**src/rtl/ofs_pkg.sv**
```systemverilog
// Shared sizing, register-address type and the hardwired-zero register index
// for the operand fetch stage.
package ofs_pkg;

  localparam int OFS_XLEN  = 32;
  localparam int OFS_NREGS = 32;

  function automatic int ofs_aw(input int nregs);
    return (nregs <= 2) ? 1 : $clog2(nregs);
  endfunction

  localparam int OFS_AW = ofs_aw(OFS_NREGS);

  typedef logic [OFS_AW-1:0] reg_addr_t;

  localparam reg_addr_t X0 = '0;

endpackage

```
**src/rtl/ofs_scoreboard.sv**
```systemverilog
// Per-register busy bits tracking in-flight writers; a set on the same edge
// as a clear of the same register leaves the register busy.
module ofs_scoreboard
  import ofs_pkg::*;
#(
  parameter  int NREGS = OFS_NREGS,
  localparam int AW    = ofs_aw(NREGS)
) (
  input  logic          clk,
  input  logic          rst,
  input  logic          set_en,
  input  logic [AW-1:0] set_addr,
  input  logic          clr_en,
  input  logic [AW-1:0] clr_addr,
  input  logic          clear_all,
  input  logic [AW-1:0] q1_addr,
  input  logic [AW-1:0] q2_addr,
  output logic          q1_busy,
  output logic          q2_busy
);

  logic [NREGS-1:0] r_busy;

  always_ff @(posedge clk or negedge rst) begin
    if (!rst) begin
      r_busy <= '0;
    end else if (clear_all) begin
      r_busy <= '0;
    end else begin
      if (clr_en) r_busy[clr_addr] <= 1'b0;
      if (set_en) r_busy[set_addr] <= 1'b1;
    end
  end

  assign q1_busy = r_busy[q1_addr];
  assign q2_busy = r_busy[q2_addr];

endmodule

```
**src/rtl/operand_fetch_stage.sv**
```systemverilog
// Register file, RAW scoreboard and registered valid/ready operand stage.
// Build option: define OFS_WB_BYPASS_EN to forward same-cycle write-back.
module operand_fetch_stage
  import ofs_pkg::*;
#(
  parameter  int XLEN  = OFS_XLEN,
  parameter  int NREGS = OFS_NREGS,
  localparam int AW    = ofs_aw(NREGS)
) (
  input  logic            clk,
  input  logic            rst,
  input  logic            in_valid,
  output logic            in_ready,
  input  logic [AW-1:0]   in_rs1,
  input  logic [AW-1:0]   in_rs2,
  input  logic            in_rs1_used,
  input  logic            in_rs2_used,
  input  logic [AW-1:0]   in_rd,
  input  logic            in_rd_we,
  input  logic [XLEN-1:0] in_imm,
  input  logic            in_opa_imm,
  input  logic            in_opb_imm,
  input  logic            wb_en,
  input  logic [AW-1:0]   wb_addr,
  input  logic [XLEN-1:0] wb_data,
  input  logic            flush,
  output logic            out_valid,
  input  logic            out_ready,
  output logic [XLEN-1:0] out_op_a,
  output logic [XLEN-1:0] out_op_b,
  output logic [XLEN-1:0] out_rs2_data,
  output logic [AW-1:0]   out_rd,
  output logic            out_rd_we
);

  localparam logic [AW-1:0] ZERO_ADDR = AW'(X0);

  logic [XLEN-1:0] r_regs [NREGS];

  logic            r_out_valid;
  logic [XLEN-1:0] r_out_op_a;
  logic [XLEN-1:0] r_out_op_b;
  logic [XLEN-1:0] r_out_rs2_data;
  logic [AW-1:0]   r_out_rd;
  logic            r_out_rd_we;

  logic            w_rs1_nz, w_rs2_nz;
  logic            w_busy1, w_busy2;
  logic            w_byp1, w_byp2;
  logic            w_hz, w_fire;
  logic [XLEN-1:0] w_rs1_val, w_rs2_val;

  assign w_rs1_nz = (in_rs1 != ZERO_ADDR);
  assign w_rs2_nz = (in_rs2 != ZERO_ADDR);

`ifdef OFS_WB_BYPASS_EN
  assign w_byp1 = wb_en && (wb_addr == in_rs1);
  assign w_byp2 = wb_en && (wb_addr == in_rs2);
`else
  assign w_byp1 = 1'b0;
  assign w_byp2 = 1'b0;
`endif

  always_ff @(posedge clk or negedge rst) begin
    if (!rst) begin
      for (int i = 0; i < NREGS; i++) r_regs[i] <= '0;
    end else if (wb_en && (wb_addr != ZERO_ADDR)) begin
      r_regs[wb_addr] <= wb_data;
    end
  end

  ofs_scoreboard #(.NREGS(NREGS)) u_scoreboard (
    .clk       (clk),
    .rst       (rst),
    .set_en    (w_fire && in_rd_we && (in_rd != ZERO_ADDR)),
    .set_addr  (in_rd),
    .clr_en    (wb_en),
    .clr_addr  (wb_addr),
    .clear_all (flush),
    .q1_addr   (in_rs1),
    .q2_addr   (in_rs2),
    .q1_busy   (w_busy1),
    .q2_busy   (w_busy2)
  );

  assign w_hz = in_valid &&
                ((in_rs1_used && w_rs1_nz && w_busy1 && !w_byp1) ||
                 (in_rs2_used && w_rs2_nz && w_busy2 && !w_byp2));

  assign in_ready = (!r_out_valid || out_ready) && !w_hz && !flush;
  assign w_fire   = in_valid && in_ready;

  // x0 check comes first so a forwarded write to x0 can never leak through.
  assign w_rs1_val = !w_rs1_nz ? '0 : (w_byp1 ? wb_data : r_regs[in_rs1]);
  assign w_rs2_val = !w_rs2_nz ? '0 : (w_byp2 ? wb_data : r_regs[in_rs2]);

  always_ff @(posedge clk or negedge rst) begin
    if (!rst) begin
      r_out_valid    <= 1'b0;
      r_out_op_a     <= '0;
      r_out_op_b     <= '0;
      r_out_rs2_data <= '0;
      r_out_rd       <= '0;
      r_out_rd_we    <= 1'b0;
    end else if (flush) begin
      r_out_valid <= 1'b0;
    end else if (w_fire) begin
      r_out_valid    <= 1'b1;
      r_out_op_a     <= in_opa_imm ? in_imm : w_rs1_val;
      r_out_op_b     <= in_opb_imm ? in_imm : w_rs2_val;
      r_out_rs2_data <= w_rs2_val;
      r_out_rd       <= in_rd;
      r_out_rd_we    <= in_rd_we;
    end else if (out_ready) begin
      r_out_valid <= 1'b0;
    end
  end

  assign out_valid    = r_out_valid;
  assign out_op_a     = r_out_op_a;
  assign out_op_b     = r_out_op_b;
  assign out_rs2_data = r_out_rs2_data;
  assign out_rd       = r_out_rd;
  assign out_rd_we    = r_out_rd_we;

endmodule

```
**config.mk**
```make
export PLATFORM = sky130hd
export DESIGN_NAME = operand_fetch_stage
export DESIGN_NICKNAME = d
export VERILOG_FILES = /design/src/rtl/ofs_pkg.sv /design/src/rtl/ofs_scoreboard.sv /design/src/rtl/operand_fetch_stage.sv
export SDC_FILE = /design/constraint.sdc
export NUM_CORES = 2
export LEC_CHECK = 0
export BUFFER_PORTS_ARGS = -buffer_cell sky130_fd_sc_hd__buf_2
export CAP_MARGIN = 10
export CORE_ASPECT_RATIO = 0.6
export CORE_MARGIN = 2
export CORE_UTILIZATION = 57
export DETAILED_ROUTE_END_ITERATION = 6
export GPL_TIMING_DRIVEN = 0
export PLACE_DENSITY = 0.88
export SLEW_MARGIN = 20
export SYNTH_ARGS = -nofsm -noshare
export SYNTH_HDL_FRONTEND = slang
export SYNTH_SLANG_ARGS = --single-unit
```
**constraint.sdc**
```tcl
create_clock -name clk -period 2.2 [get_ports clk]
set_input_delay 0 -clock clk [delete_from_list [all_inputs] [get_ports clk]]
set_output_delay 0 -clock clk [all_outputs]
set_load 0.05 [all_outputs]
```
* Word level (Yosys, flattened, before mapping) *
Cells that the tools add are included.

storage, ports and cells
  register bits = 1159
  logic and storage cells = 109
  bits of input ports = 95
  output and inout port bits = 104

operators by class
  multiplexer cells = 28
  reduce and logical (&&, ||, !) cells = 25
  bitwise logic cells = 7
  order comparisons = 10

operator list
  kind                count
  $bwmux 1024         1
  $mux 32             13
  $bmux 32 s5         2
  $demux 32 s5        1
  $and 32x32->32      1
  $not 32->32         1
  $or 32x32->32       1
  $lt 5x6->1 const B  4
  $reduce_bool 5->1   4
  $ge 6x6->1 const B  3
  $not 5->6           3
  $logic_and 1x1->1   14
  $bmux 1 s5          2
  $demux 1 s5         2
  $ge 5x1->1 const B  2
  $mux 1              7
  $lt 6x1->1 const B  1
  $logic_not 1->1     3
  $reduce_bool 3->1   1
  $logic_or 1x1->1    2
  $reduce_and 2->1    1
  $not 1->1           1

* Longest topological paths before layout *
  word-level depth = 13
  mapped depth = 11
  depth with buffers taken out = 6

* Modules after synthesis *
A second synthesis with hierarchy kept.

unflattened totals
  cell total of the unflattened synthesis = 4598
  area total of the unflattened synthesis = 60963.5 sq um

modules (own cells, without submodules)
  module               area an instance (sq um)  seq. area each (sq um)  cells each  times used
  operand_fetch_stage  58867.7                   28202.0                 4354        1
  ofs_scoreboard       2095.8                    800.8                   244         1

* Worst setup path after synthesis *
No wires, ideal clock.

  path kind = register to output
  start point = register u_scoreboard.r_busy[11]
  end point = output port in_ready
  arrival = 2.769 ns
  stages on the path, launching flop included = 8
  data required time = 2.200 ns
  path slack = -0.569 ns
  path buffers = 1
  cell sequence = dfrtp_1 -> mux4_1 -> mux2_2 -> o21ai_2 -> a311o_1 -> nand2_1 -> clkbuf_1 -> a21boi_0

on the way
  word-level cells in the longest chain between the ends = 8
  elaborated cells between the ends (all ways) = 11
  classes of those cells = mux (4); reduce/logical (7)

ends and longest elaborated chain
  what                                         line                                                  source
  start, declared                              ofs_scoreboard.sv:22                                  logic [NREGS-1:0] r_busy;
  start signal, assigned                       ofs_scoreboard.sv:26                                  r_busy <= '0;
  start signal, assigned                       ofs_scoreboard.sv:28                                  r_busy <= '0;
  start signal, assigned by index              ofs_scoreboard.sv:30                                  if (clr_en) r_busy[clr_addr] <= 1'b0;
  $bmux 1 s5, on equally long branches         ofs_scoreboard.sv:35, ofs_scoreboard.sv:36
  $mux 1, on equally long branches             ofs_scoreboard.sv:35, ofs_scoreboard.sv:36
  $logic_and 1x1->1, on equally long branches  operand_fetch_stage.sv:87, operand_fetch_stage.sv:88
  $logic_or 1x1->1 *                           operand_fetch_stage.sv:87                             ((in_rs1_used && w_rs1_nz && w_busy1 && !w_byp1) ||
  $logic_and 1x1->1 *                          operand_fetch_stage.sv:86                             assign w_hz = in_valid &&
  $logic_not 1->1 *                            operand_fetch_stage.sv:90                             assign in_ready = (!r_out_valid || out_ready) && !w_hz && !flush;
  $logic_and 1x1->1 * (2 in series)            operand_fetch_stage.sv:90
  end, declared                                operand_fetch_stage.sv:13                             output logic in_ready,

Every way passes the cells marked *; elsewhere a longest branch is shown, timed or not. The select of a mux whose other input is x is not followed.

* Worst setup path in the final report *
  start point = register u_scoreboard.r_busy[16]
  end point = output port in_ready

The elaborated chain is that of the path after synthesis.

==> summary.md <==
| Metric | Value |
|---|---|
| Slew @ Worst Pin | about 1.4 ns |
| Placed cell area | 63800 sq um |
| Nets | about 4800 |
| Final Cycle Share | 139% |
| CP Max Fanout | 3 |
| Gpl congestion | around 1.1 |
| Final Max Slew Viols | 0 |
| Port buffer count | 192 |
| Worst Hold Path EP | r_regs[255] |
| Initial antenna violation count | 14 |
| Peak supply drop | 1.06 mV |
| Drt drc | 43 |
| Asr flop ratio synth | 100% |
| Failing checks | DRC, setup timing |
| Pwr per Cell Area | just over 900 nW/um^2 |
| Clk sinks | roughly 1200 |
| Row cnt | between 90 and 100 |
| Combinational power share | 25.0% |
| Top-count cell post-synth | mux2_2 |
| Mapped Cells | roughly 4300 |
| WS Path Type | reg2out |
| Worst r2r dst | out_rs2_data[10] |
| Lkg Pwr | around 0.031 uW |
| Dominant cell type by area after synthesis | dfrtp_1 |
| CP Capture Type | primary output |
| Post-synthesis sequential area ratio | between 40 and 50% |
| Share of cells above drive strength 1 | between 40% and 50% |
| Post-synth EDFFs | 0 |
| Antenna-violating nets left | 0 |
| Final Cell Area | ~70000 sq um |
| CTS tree | done |
| # IOs | about 200 |
| First drt pass iteration count | 7 |
| Worst Setup Slack, final | -0.862 ns |
| CTS Buf Count | between 100 and 150 |
| Die Width | 426 microns |
| Syn nets | around 4400 |
| Vias per std cell | 7.65 |
| Clk slew on worst S/H paths | roughly 0.08 ns |
| Reg-to-reg setup timing slack | -0.69 ns |
| DP HPWL | around 170 mm |
| GRT Total Usage | 43.6% |
| Internal power | approximately 44000 uW |
| Hold Path Depth | 4 |
| Clock Power Share | between 30 and 40% |
| Reg2reg start | u_scoreboard.r_busy[16] |
| Flop pwr share | 44.6% |
| Startpoint types | flop |
| Post-synth top area share | roughly 48% |
| Vias in the first global route | around 47000 |
| Setup Skew | roughly 0.028 ns |
| Distinct cells, synth | 57 |
| 1st-iter DRT viols | 8751 |
| Primary FF master, synth | dfrtp_1 |
| Clk root buf | clkbuf_16 |
| Worst reg-to-reg path cell count | 12 |
| Clock Path Buffers | 3 |
| Final Hold Vio Count | 0 |
| WL per Instance | a little under 40 microns |
| Slew HR | 8.81% |
| Switching share of power | approximately a third |
| Status | finished, violations left |
| Initial Utilization | between 50% and 60% |
| Setup crit start | u_scoreboard.r_busy[16] |
| First-pass GRT wire length | about 340 mm |
| CTS H-tree lvls | 3 |
| Hold_sp | wb_addr[1] |
| Period minus WS final | roughly 3.1 ns |
| Crit path DAT | slightly above 3 ns |
| Max-cap viol count | 0 |
| Area grow syn2layout | 15.1% |
| Worst min path class | in2reg |
| GR Overflow Total | 0 |
| CORE AREA | ~110000 sq um |
| Setup violations, final | around 400 |
| WP data required | 2.20 ns |
| Pin count of the biggest net entering global routing | around 140 |
| RSZ-0062 raised after global routing | yes |
| Clk_lat worst skew | ~0.77 ns |
| Switching Power | between 20000 and 25000 uW |
| Final WL | between 200 and 250 mm |
| Pwr Total | between 60000 and 70000 uW |
| Achievable Freq | ~330 MHz |
| Area of the mapped netlist | between 60000 and 70000 sq um |
| Vias | 47800 |
| Die Y | approximately 260 microns |
| Largest cells by area after synthesis | dfrtp_1 (48%), mux2_2 (22%), mux4_2 (13%) |
| Average cell area after synthesis | approximately 14 sq um |
| Synth warnings | 0 |
| Die area | 109000 sq um |
| Yosys reg bits | 1159 |
| Most frequent cells after synthesis | mux2_2 (1165), dfrtp_1 (1159), mux4_2 (360), clkbuf_1 (318), mux2i_1 (280) |
-- worst max-delay path, cell delays in order (launching register included) --
cell,delay [ns]
dfrtp_1,0.46
mux4_2,0.54
mux2i_4,0.26
nor2_2,0.06
o2111ai_2,0.27
nand2_2,0.11
clkbuf_16,0.16
a21boi_4,0.23
buf_6,0.19
-- state kept, by name, summed over array words and instances, names as in the netlist --
name,count
out_op_b,32
out_op_a,32
out_rd,5
out_rs2_data,32
u_scoreboard.r_busy,32
r_regs,1024
out_rd_we,1
out_valid,1
-- area by class of cell --
class                           count  area, sq um
Fill cell                        7156        35300
Multi-Input combinational cell   2678        30400
Sequential cell                  1159        29000
Clock buffer                      152         3110
Timing Repair Buffer              331         2830
Buffer                            471         2380
Tap cell                         1410         1760
Clock inverter                     32          410
Antenna cell                       19         47.5
Inverter                            4         15.0
-- stage by stage --
stage	TNS (ns)	utilization (%)	instances	hold WS, ns	worst slack, ns
after CTS	-51.96	66.1	6230	-0.564	-0.689
after global placement	-	60.3	5917	0.310	-23.85
after floorplan	0	-	4315	-0.296	0.00538
final	-119.30	66.5	6256	0.0427	-0.862
after global routing	-191.23	66.4	6242	0.0374	-0.816
after detailed placement	-341.88	60.6	5926	-0.0525	-1.89
-- cell families after synthesis --
| family | count (synthesis) | synth area share [%] |
|---|---|---|
| mux | 1810 | 39.7 |
| flops | 1159 | 47.7 |
| compound gates | 492 | 5.93 |
| buf+inv | 478 | 3.54 |
| simple gates | 376 | 3.10 |
-- layout by cell type (no fill, tap or decap), types with 8 or more instances in the layout --
cell              n
a21oi_1          93
a221o_1          10
a221oi_1         24
a22o_1           84
a22oi_1          61
a32o_1           10
buf_1            41
buf_12           20
buf_16           21
buf_2           231
buf_4            52
buf_6            24
bufinv_16         9
clkbuf_1        297
clkbuf_16       112
clkbuf_2         42
clkbuf_8         22
clkinv_2         15
dfrtp_1        1159
diode_2          19
dlygate4sd3_1    77
mux2_2         1158
mux2_4            8
mux2i_1         278
mux4_2          364
nand2_1          99
nand2b_1          8
nand3_1          49
nand3b_1         22
nor2_1           57
nor2_2           10
nor3_1           53
nor4_1           33
o21ai_0          19
o22ai_1          94
o2bb2ai_4        10
o31ai_4          13
o41ai_1          19
o41ai_2          11
or3b_2           15
-- power groups by stage --
stage | Sequential [uW] | Combinational [uW] | Clock, uW
floorplan | 29500 | 9000 | 0
global placement | 28500 | 14300 | 0
detailed placement | 28800 | 14900 | 0
CTS | 28500 | 15500 | 19400
global route | 29100 | 16600 | 20300
finish | 28900 | 16200 | 19700
-- metal layers --
metal,routed length [microns],global-route usage [%],part of all wire [%],vias to the layer above
met5,787,3.38,0.33,-
met4,18800,26.3,7.7,15
met3,45500,26.4,19,1160
met2,93500,55.7,39,4840
met1,83500,55.5,34,24300
li1,-,-,-,17500
-- how the worst max path moves through the flow --
| stage | depth (start not counted) | end |
|---|---|---|
| 5_1_grt | 8 | in_ready |
| 2_1_floorplan | 8 | out_op_a[30] |
| 6_report | 8 | in_ready |
| 4_1_cts | 8 | in_ready |
| 3_5_place_dp | 8 | out_op_b[11] |
| 3_3_place_gp | 1 | r_regs[898] |
-- timing repair --
item                                    CTS  global route
endpoints found under the hold margin   908           209
hold buffers                             80             3
resized for setup                       176            55
endpoints found under the setup margin  135           254
cloned                                   10             2
pin swaps                                21             9
setup buffers                            30            11
Power figures use the tool's default switching activity.
